$ cat src/rtl/morse_tx.sv
// Morse transmitter: keys one output with the international Morse pattern of
// letter A..Z using dot=1, dash=3, intra-space=1 and letter gap=3 unit timing.
module morse_tx #(
  parameter int unsigned UNIT_CYCLES = 25000000
) (
  input  logic       i_CLOCK_50,
  input  logic       i_reset,
  input  logic       i_start,
  input  logic [4:0] i_letter,
  input  logic       i_repeat,
  input  logic       i_abort,
  output logic       o_out,
  output logic       o_busy,
  output logic       o_done,
  output logic       o_err
);

  localparam int unsigned UCW = $clog2(UNIT_CYCLES + 1);
  localparam logic [UCW-1:0] CNT_MAX = UCW'(UNIT_CYCLES - 1);

  typedef enum logic [1:0] {IDLE, MARK, SPACE, GAP} state_t;

  state_t         r_state, w_next;
  logic [UCW-1:0] r_cnt;
  logic [1:0]     r_units;
  logic [4:0]     r_letter;
  logic [1:0]     r_last;
  logic [3:0]     r_sym;
  logic [1:0]     r_idx;
  logic           r_out, r_busy, r_done, r_err;

  logic [4:0]     w_rom_sel;
  logic [5:0]     w_rom;
  logic [1:0]     w_need;
  logic [1:0]     w_bitpos;
  logic           w_tick, w_phase_end, w_valid, w_done, w_err;

  // ROM is addressed by the live input in IDLE and by the latched letter on repeat
  assign w_rom_sel = (r_state == IDLE) ? i_letter : r_letter;

  // {len-1, symbols left-aligned MSB first, 1=dash}
  always_comb begin
    w_rom = '0;
    case (w_rom_sel)
      5'd0:  w_rom = {2'd1, 4'b0100}; // A .-
      5'd1:  w_rom = {2'd3, 4'b1000}; // B -...
      5'd2:  w_rom = {2'd3, 4'b1010}; // C -.-.
      5'd3:  w_rom = {2'd2, 4'b1000}; // D -..
      5'd4:  w_rom = {2'd0, 4'b0000}; // E .
      5'd5:  w_rom = {2'd3, 4'b0010}; // F ..-.
      5'd6:  w_rom = {2'd2, 4'b1100}; // G --.
      5'd7:  w_rom = {2'd3, 4'b0000}; // H ....
      5'd8:  w_rom = {2'd1, 4'b0000}; // I ..
      5'd9:  w_rom = {2'd3, 4'b0111}; // J .---
      5'd10: w_rom = {2'd2, 4'b1010}; // K -.-
      5'd11: w_rom = {2'd3, 4'b0100}; // L .-..
      5'd12: w_rom = {2'd1, 4'b1100}; // M --
      5'd13: w_rom = {2'd1, 4'b1000}; // N -.
      5'd14: w_rom = {2'd2, 4'b1110}; // O ---
      5'd15: w_rom = {2'd3, 4'b0110}; // P .--.
      5'd16: w_rom = {2'd3, 4'b1101}; // Q --.-
      5'd17: w_rom = {2'd2, 4'b0100}; // R .-.
      5'd18: w_rom = {2'd2, 4'b0000}; // S ...
      5'd19: w_rom = {2'd0, 4'b1000}; // T -
      5'd20: w_rom = {2'd2, 4'b0010}; // U ..-
      5'd21: w_rom = {2'd3, 4'b0001}; // V ...-
      5'd22: w_rom = {2'd2, 4'b0110}; // W .--
      5'd23: w_rom = {2'd3, 4'b1001}; // X -..-
      5'd24: w_rom = {2'd3, 4'b1011}; // Y -.--
      5'd25: w_rom = {2'd3, 4'b1100}; // Z --..
      default: w_rom = '0;
    endcase
  end

  assign w_valid  = (i_letter < 5'd26);
  assign w_bitpos = 2'd3 - r_idx;
  assign w_tick   = (r_cnt == CNT_MAX);

  // Units still owed in the current phase, minus one
  always_comb begin
    w_need = 2'd0;
    case (r_state)
      MARK:    w_need = r_sym[w_bitpos] ? 2'd2 : 2'd0;
      GAP:     w_need = 2'd2;
      default: w_need = 2'd0;
    endcase
  end

  assign w_phase_end = w_tick && (r_units == w_need);

  always_comb begin
    w_next = r_state;
    w_done = 1'b0;
    w_err  = 1'b0;
    case (r_state)
      IDLE: begin
        if (i_start) begin
          if (w_valid) w_next = MARK;
          else         w_err  = 1'b1;
        end
      end
      MARK:  if (w_phase_end) w_next = (r_idx == r_last) ? GAP : SPACE;
      SPACE: if (w_phase_end) w_next = MARK;
      GAP: begin
        if (w_phase_end) begin
          if (i_repeat) begin
            w_next = MARK;
          end else begin
            w_next = IDLE;
            w_done = 1'b1;
          end
        end
      end
      default: w_next = IDLE;
    endcase
    if (r_state != IDLE && i_abort) begin
      w_next = IDLE;
      w_done = 1'b0;
    end
  end

  always_ff @(posedge i_CLOCK_50 or posedge i_reset) begin
    if (i_reset) begin
      r_state  <= IDLE;
      r_cnt    <= '0;
      r_units  <= '0;
      r_letter <= '0;
      r_last   <= '0;
      r_sym    <= '0;
      r_idx    <= '0;
      r_out    <= 1'b0;
      r_busy   <= 1'b0;
      r_done   <= 1'b0;
      r_err    <= 1'b0;
    end else begin
      r_state <= w_next;
      r_out   <= (w_next == MARK);
      r_busy  <= (w_next != IDLE);
      r_done  <= w_done;
      r_err   <= w_err;

      if (r_state == IDLE && w_next == MARK) begin
        r_letter <= i_letter;
        r_last   <= w_rom[5:4];
        r_sym    <= w_rom[3:0];
        r_idx    <= '0;
      end else if (r_state == GAP && w_next == MARK) begin
        r_last <= w_rom[5:4];
        r_sym  <= w_rom[3:0];
        r_idx  <= '0;
      end else if (r_state == SPACE && w_next == MARK) begin
        r_idx <= r_idx + 2'd1;
      end

      // Every phase boundary is a state change, so reload on change keeps phases exact
      if (r_state == IDLE || w_next != r_state) begin
        r_cnt   <= '0;
        r_units <= '0;
      end else if (w_tick) begin
        r_cnt   <= '0;
        r_units <= r_units + 2'd1;
      end else begin
        r_cnt <= r_cnt + UCW'(1);
      end
    end
  end

  assign o_out  = r_out;
  assign o_busy = r_busy;
  assign o_done = r_done;
  assign o_err  = r_err;

endmodule
$ cat config.mk
export PLATFORM = sky130hd
export DESIGN_NAME = morse_tx
export DESIGN_NICKNAME = d
export VERILOG_FILES = /design/src/rtl/morse_tx.sv
export SDC_FILE = /design/constraint.sdc
export NUM_CORES = 1
export LEC_CHECK = 0
export ABC_AREA = 1
export BUFFER_PORTS_ARGS = -buffer_cell sky130_fd_sc_hd__clkbuf_2
export CAP_MARGIN = 10
export CORE_MARGIN = 5
export CORE_UTILIZATION = 56
export DETAILED_ROUTE_END_ITERATION = 16
export GPL_ROUTABILITY_DRIVEN = 0
export HOLD_SLACK_MARGIN = 0.02
export PLACE_DENSITY = 0.77
export SLEW_MARGIN = 20
export SYNTH_ARGS = -nofsm -noshare
export SYNTH_HDL_FRONTEND = slang
export SYNTH_SLANG_ARGS = --single-unit
$ cat constraint.sdc
create_clock -name i_CLOCK_50 -period 2.2 [get_ports i_CLOCK_50]
set_clock_uncertainty 0.15 [all_clocks]
set_input_delay 0.22 -clock i_CLOCK_50 [delete_from_list [all_inputs] [get_ports i_CLOCK_50]]
set_output_delay 0.22 -clock i_CLOCK_50 [all_outputs]
set_load 0.02 [all_outputs]
==> run_results.csv, run 1 <==
group,metric,value,unit
yosys,synth-seq-cells,46,
clock_tree,cts_tree,"done",
worst_setup_path,slowest_stage,"dfrtp_1",
clock_tree,clockBufferDepth,2,
clock_tree,cts_sinks,46,
sta,setup_ws,-0.330,ns
sta,post-route-min-period,2.53,ns
layout,final_cell_count_no_fill,539,
layout,layout_common_cells,"nand2_1, buf_4, inv_1",
worst_setup_path,path_max_fanout,8,
yosys,synth-async-reset-ratio,100,%
layout,nets,487,
floorplan,fp.dieW,83.1,µm
sta,max_freq,0.395,GHz
worst_setup_path,ff2ff_setup_slack,-0.33,ns
detailed_routing,dr_total_vias,2961,
worst_setup_path,path_class,"reg -> reg",
worst_setup_path,r2r_start,"r_cnt[0]",
outcome,violations,"negative setup slack",
yosys,ys_types,38,
sta,worst_slew_pin_slew,0.555,ns
global_routing,grt.total_usage,21.4,%
min_path,hold-path-cell-count,3,
power,powerDensity,928,nW/µm²
sta,setup_violations,38,
min_path,hold_end,"r_letter[2]",
clock_tree,root_buffer,"clkbuf_8",
floorplan,start_util,58.2,%
layout,final_core_util,76.3,%
place,hpwl,5.09,mm
yosys,synth_top_flop_cell,"dfrtp_1",
worst_setup_path,crit_path_max_incr_delay,0.38,ns
detailed_routing,firstDrtPassIters,5,
yosys,synth_seq_area_share,38.5,%
layout,final_common_cell,"nand2_1",
yosys,syn-instance-count,387,
yosys,synth-edff-count,0,
global_routing,first_global_vias,2847,
sta,period_share,115,%
outcome,status,"finished with violations",
sta,slew-limit-headroom,63.0,%
detailed_routing,antenna_left,0,
worst_setup_path,path_delay_family,"simple AND/OR/NAND/NOR gates",
global_routing,grtUsageMet1,24.9,%
yosys,synth-warning-count,0,
worst_setup_path,crit_top_cell,"nand2_2",
floorplan,die_h,83.1,µm
min_path,holdCritPathClass,"in -> reg",
global_routing,grt_pass1_wl,12.3,mm
flow_run,drv_cap,0,
clock_tree,numCtsBuffers,5,
clock_tree,htree_levels,2,
global_routing,grt_max_degree,27,
detailed_routing,routedWlPerCell,14.3,µm
global_routing,gr-max-usage-layer,"met2",
global_routing,gr-usage-met2,37.7,%
worst_setup_path,r2r-end,"r_cnt[23]",
global_routing,met3_usage,4.06,%
yosys,syn-num-nets,406,
power,leakagePower,1.81,nW
sta,finalHoldViolations,0,
sta,rsz0062_at_grt,"yes",
worst_setup_path,worstRegToRegCells,16,
place,port-buffer-count,13,
global_routing,antenna_found_initial,0,
clock_tree,clk-insertion-delay-late,0.31,ns
min_path,min-delay-start,"i_letter[2]",
worst_setup_path,worstPathCellList,"ha_2, nand2_2, nor2_4, nand2_2, nor2_4, nand3_4, nor2_4, buf_6, nand4_1, nand2_1, nand4_1, nand2_2, nand2_2, nand2_4, buf_6, nor2_2",
worst_setup_path,worst-path-stages,16,
worst_setup_path,worstSetupEndpointType,"flop",
worst_setup_path,path_buf_inv,2,
power,ir_drop,0.770,mV
layout,n_antenna_cell,0,
place,dp.cells,513,
worst_setup_path,timing.critical_path.required,2.26,ns
sta,slew_violations,0,
floorplan,dieArea,6900,µm²
global_routing,gr-total-overflow,0,
floorplan,boundaryPins,14,
detailed_routing,via_per_inst,5.49,
floorplan,core_region_area,5140,µm²
layout,syn2layout_area_growth,31.1,%
yosys,synth_area,2990,µm²
yosys,avgSynthCellArea,7.73,µm²
clock_tree,clk_pin_slew,0.09,ns
detailed_routing,drt_iter0_markers,179,
floorplan,core.rowCount,26,
worst_setup_path,start_kind,"flop",
detailed_routing,drc,0,
layout,final_layout_size_suffix_gt1_share,34.8,%
detailed_routing,drt-total-wl,7.69,mm
sta,timing.setup.tns,-10.92,ns
worst_setup_path,cp.arrival,2.59,ns
-- what timing repair did --
| item | in CTS | in global routing |
|---|---|---|
| gates resized for setup | 18 | 30 |
| endpoints found under the setup margin | 35 | 38 |
| setup buffers | 7 | 6 |
| hold endpoints to repair | 26 | 0 |
| hold buffers | 3 | 0 |
| gates cloned | 1 | 1 |
| pin swaps | 12 | 13 |
-- metrics by stage --
| stage | power [mW] | instance area (µm²) | worst slack (ns) | hold WS [ns] |
|---|---|---|---|---|
| global route | 3.91 | 3920 | -0.504 | 0.0375 |
| global placement | 2.77 | 3490 | -0.0859 | 0.130 |
| detailed placement | 2.81 | 3490 | -0.206 | 0.130 |
| CTS | 3.44 | 3750 | -0.168 | 0.0230 |
| finish | 3.64 | 3920 | -0.330 | 0.0274 |
| floorplan | 2.29 | 2990 | 0.0226 | 0.141 |
-- synthesized netlist by cell type (2+ instances only) --
| cell type | number | area (µm²) |
|---|---|---|
| nand2_1 | 74 | 278 |
| inv_1 | 56 | 210 |
| dfrtp_1 | 46 | 1150 |
| nor2_1 | 33 | 124 |
| nand3_1 | 29 | 145 |
| o21ai_0 | 21 | 105 |
| nand4_1 | 17 | 106 |
| nor2_2 | 16 | 100 |
| nor3_1 | 12 | 60.1 |
| ha_1 | 9 | 113 |
| nor3_2 | 7 | 70.1 |
| xor2_1 | 7 | 61.3 |
| a21oi_1 | 5 | 25.0 |
| nand2_2 | 5 | 31.3 |
| nor2_4 | 4 | 45.0 |
| nor3b_1 | 4 | 30.0 |
| o21ai_1 | 4 | 20.0 |
| xnor2_1 | 4 | 35.0 |
| buf_6 | 3 | 33.8 |
| clkbuf_1 | 3 | 11.3 |
| nand3_2 | 3 | 30.0 |
| or2_2 | 3 | 18.8 |
| inv_2 | 2 | 7.51 |
| o211ai_1 | 2 | 15.0 |
| o21ai_2 | 2 | 17.5 |
| o22a_1 | 2 | 17.5 |
| o22ai_1 | 2 | 12.5 |
| o31ai_1 | 2 | 15.0 |
-- sequential cells by signal (all words and copies together) (netlist names) --
register,count
r_sym,4
o_out,1
o_err,1
o_busy,1
r_idx,2
r_letter,5
r_units,2
r_last,2
o_done,1
r_state,2
r_cnt,25
-- worst register-to-register path: stages, from the launching register on --
cell,delay (ns)
dfrtp_1,0.38
ha_2,0.20
nand2_2,0.08
nor2_4,0.12
nand2_2,0.09
nor2_4,0.18
nand3_4,0.10
nor2_4,0.14
buf_6,0.13
nand4_1,0.09
nand2_1,0.09
nand4_1,0.13
nand2_2,0.12
nand2_2,0.08
nand2_4,0.14
buf_6,0.17
nor2_2,0.05
-- power by group --
part / internal, mW / switching, mW / leakage (nW)
sequential: 1.00 / 0.106 / 0.616
clock: 0.223 / 0.307 / 0.0441
combinational: 0.802 / 1.19 / 1.15
total: 2.03 / 1.61 / 1.81
-- logic make-up after synthesis --
| kind of cell | count (synthesis) | synth area share, % |
|---|---|---|
| buffers and inverters | 66 | 9.20 |
| adder cells (fa/ha/maj) | 9 | 3.77 |
| flip-flops | 46 | 38.5 |
| AND/OR/NAND/NOR | 210 | 35.9 |
| XOR/XNOR | 11 | 3.22 |
| AO/OA/AOI/OAI | 45 | 9.37 |
-- layout make-up --
| cell class | count | area (µm²) |
|---|---|---|
| Multi-Input combinational cell | 276 | 1730 |
| Fill cell | 368 | 1220 |
| Sequential cell | 46 | 1150 |
| Timing Repair Buffer | 81 | 644 |
| Inverter | 58 | 218 |
| Tap cell | 70 | 87.6 |
| Clock buffer | 5 | 68.8 |
| Clock inverter | 3 | 21.3 |
-- per-layer routing --
metal	vias up	routed length, µm
met4	0	211
met1	1388	3070
li1	1428	-
met3	25	344
met5	-	0
met2	120	4070
-- worst max path at each step --
stage,start,to,slack (ns)
after detailed placement,r_cnt[1],r_sym[1],-0.21
after global placement,r_cnt[0],r_sym[1],-0.09
after floorplan,r_cnt[0],r_cnt[11],0.02
after global routing,r_cnt[0],r_cnt[16],-0.50
final,r_cnt[0],r_cnt[23],-0.33
after CTS,r_cnt[0],r_cnt[3],-0.17
No activity file was read; power rests on OpenSTA's default activity.
==> run 2: changes to the inputs <==
--- a/config.mk
+++ b/config.mk
@@ -9,11 +9,10 @@
 export BUFFER_PORTS_ARGS = -buffer_cell sky130_fd_sc_hd__clkbuf_2
 export CAP_MARGIN = 10
 export CORE_MARGIN = 5
-export CORE_UTILIZATION = 56
+export CORE_UTILIZATION = 35
 export DETAILED_ROUTE_END_ITERATION = 16
 export GPL_ROUTABILITY_DRIVEN = 0
 export HOLD_SLACK_MARGIN = 0.02
-export PLACE_DENSITY = 0.77
 export SLEW_MARGIN = 20
 export SYNTH_ARGS = -nofsm -noshare
 export SYNTH_HDL_FRONTEND = slang
==> run 2 against run 1 <==
The run still ends with negative setup slack left. Critical path depth shrank 2. Combinational power is essentially flat. Worst setup slack gained 0.15 ns. Final area grew 0.77%. Clock power grew 20%. Core utilization shrank 28 points. Sequential power is essentially flat. Non-clock buffer count grew 7. Critical endpoint is now r_cnt[14]. Highest routed layer unchanged.
==> run_results.csv, run 2 (same netlist as run 1, synthesis figures left out) <==
group,metric,value,unit
clock_tree,root_buffer,"clkbuf_8",
worst_setup_path,start_kind,"flop",
layout,nets,494,
worst_setup_path,crit_top_cell,"nor2_4",
sta,slew_violations,0,
sta,period_share,108,%
layout,top_register,"r_cnt",
detailed_routing,antenna_left,0,
detailed_routing,routedWlPerCell,12.2,µm
flow_run,drv_cap,0,
power,clkPwrFrac,17.2,%
outcome,status,"finished with violations",
floorplan,core_region_area,8260,µm²
clock_tree,clockBufferDepth,2,
clock_tree,cts_sinks,46,
sta,worst_slew_pin_slew,0.389,ns
layout,largest_register_ffs,25,
worst_setup_path,path_delay_family,"simple AND/OR/NAND/NOR gates",
floorplan,fp.dieW,102,µm
global_routing,gr-max-usage-layer,"met2",
place,placed_area,3650,µm²
power,leakagePower,1.84,nW
clock_tree,clk-insertion-delay-late,0.30,ns
global_routing,grt.total_usage,14.5,%
power,ir_drop,0.611,mV
sta,rsz0062_at_grt,"yes",
place,port-buffer-count,13,
global_routing,grt_max_degree,21,
clock_tree,clk_pin_slew,0.09,ns
power,swShare,41.6,%
sta,slew-limit-headroom,73.8,%
global_routing,gr-total-overflow,0,
outcome,violations,"negative setup slack",
detailed_routing,drt-total-wl,7.10,mm
worst_setup_path,worstSetupEndpointType,"flop",
worst_setup_path,path_buf_inv,1,
power,p_switching,1.54,mW
detailed_routing,firstDrtPassIters,4,
power,comb_power_share,53.3,%
layout,top_regs,"r_cnt: 25 flops, r_letter: 5 flops, r_sym: 4 flops",
global_routing,met3_usage,2.66,%
floorplan,start_util,36.2,%
power,powerDensity,935,nW/µm²
sta,setup_ws,-0.179,ns
layout,syn2layout_area_growth,32.1,%
power,p_int,2.16,mW
detailed_routing,drc,0,
clock_tree,htree_levels,2,
layout,fin_area,3950,µm²
sta,finalHoldViolations,0,
detailed_routing,dr_total_vias,2807,
power,p_seq_share,29.5,%
layout,final_layout_size_suffix_gt1_share,34.2,%
worst_setup_path,path_class,"reg -> reg",
min_path,holdCritPathClass,"in -> reg",
floorplan,die_h,102,µm
worst_setup_path,slowest_stage,"dfrtp_1",
sta,post-route-min-period,2.38,ns
place,hpwl,5.22,mm
clock_tree,numCtsBuffers,5,
worst_setup_path,cp.arrival,2.45,ns
floorplan,boundaryPins,14,
worst_setup_path,timing.critical_path.required,2.27,ns
worst_setup_path,worstPathCellList,"ha_2, nand2_2, nor2_4, nand2_2, nor2_4, nand3_2, nor2_4, nand3_2, nand2_1, o211ai_4, o21ai_2, nand2_4, buf_4, nor3_2",
detailed_routing,drt_iter0_markers,66,
layout,final_common_cell,"buf_4",
layout,n_antenna_cell,0,
global_routing,antenna_found_initial,0,
clock_tree,cts_tree,"done",
worst_setup_path,path_max_fanout,12,
sta,hold_ws,0.0258,ns
floorplan,core.rowCount,33,
global_routing,grt_pass1_wl,12.2,mm
layout,fillers,805,
sta,setup_violations,35,
worst_setup_path,ff2ff_setup_slack,-0.18,ns
global_routing,grtUsageMet1,17.8,%
detailed_routing,via_per_inst,4.83,
sta,max_freq,0.420,GHz
floorplan,dieArea,10500,µm²
worst_setup_path,crit_path_max_incr_delay,0.36,ns
layout,layout_common_cells,"buf_4, nand2_1, inv_1",
global_routing,gr-usage-met2,25.9,%
global_routing,first_global_vias,2783,
[run 2: cell types whose count changed in the layout (fill, tap and decap cells not counted), moves of 2 or more]
cell	delta
o21ai_1	-3
nor3b_1	+4
o21ai_0	+2
nor3b_2	-4
buf_6	-3
nand3_4	-2
nor3_1	+3
nor3_2	-3
buf_4	+11
[run 2: through the flow]
step	power (mW)	TNS, ns	cells	utilization (%)	setup slack [ns]
CTS	3.61	-3.85	578	46.7	-0.189
floorplan	2.29	0	387	-	0.0226
finish	3.69	-3.87	581	47.8	-0.179
global placement	2.91	-2.20	563	44.2	-0.126
detailed placement	2.92	-4.22	563	44.2	-0.182
global route	4.02	-10.25	581	47.8	-0.353
[run 2: final timing paths]
kind / depth (start not counted) / startpoint / endpoint
max in group asynchronous: 4 / i_reset / o_done
min reg2reg: 2 / r_letter[0] / r_letter[0]
max reg2reg: 14 / r_cnt[1] / r_cnt[14]
min in group asynchronous: 3 / i_reset / r_cnt[3]
min: 3 / i_letter[3] / o_err
max: 14 / r_cnt[1] / r_cnt[14]
[run 2: area by class of cell]
class / count / area [µm²] / share of cell area [%]
Clock buffer: 5 / 68.8 / 1.74
Clock inverter: 3 / 40.0 / 1.01
Inverter: 58 / 218 / 5.51
Multi-Input combinational cell: 276 / 1670 / 42.4
Sequential cell: 46 / 1150 / 29.1
Tap cell: 105 / 131 / 3.33
Timing Repair Buffer: 88 / 668 / 16.9
[run 2: timing repair]
item                                   CTS  global route
pin swaps                                4             8
buffers inserted                         3             4
cloned                                   1             0
hold buffers                             3             0
endpoints found under the hold margin   28             0
gates resized for setup                 14            19
setup endpoints to repair               35            36
[run 2: power by group through the flow]
stage	Combinational [mW]	Sequential (mW)	Clock (mW)
detailed placement	1.81	1.10	0
finish	1.97	1.09	0.636
CTS	1.87	1.09	0.658
floorplan	1.17	1.12	0
global placement	1.81	1.10	0
global route	2.22	1.11	0.689
[run 2: layer usage]
metal / vias up / wire length, µm
met5: - / 0
met4: 0 / 122
met3: 14 / 244
met2: 51 / 3610
met1: 1304 / 3130
li1: 1438 / -
[run 2: tightest hold or removal path, stage by stage]
cell	delay (ns)
clkbuf_2	0.09
o211ai_1	0.09
nor2_1	0.05
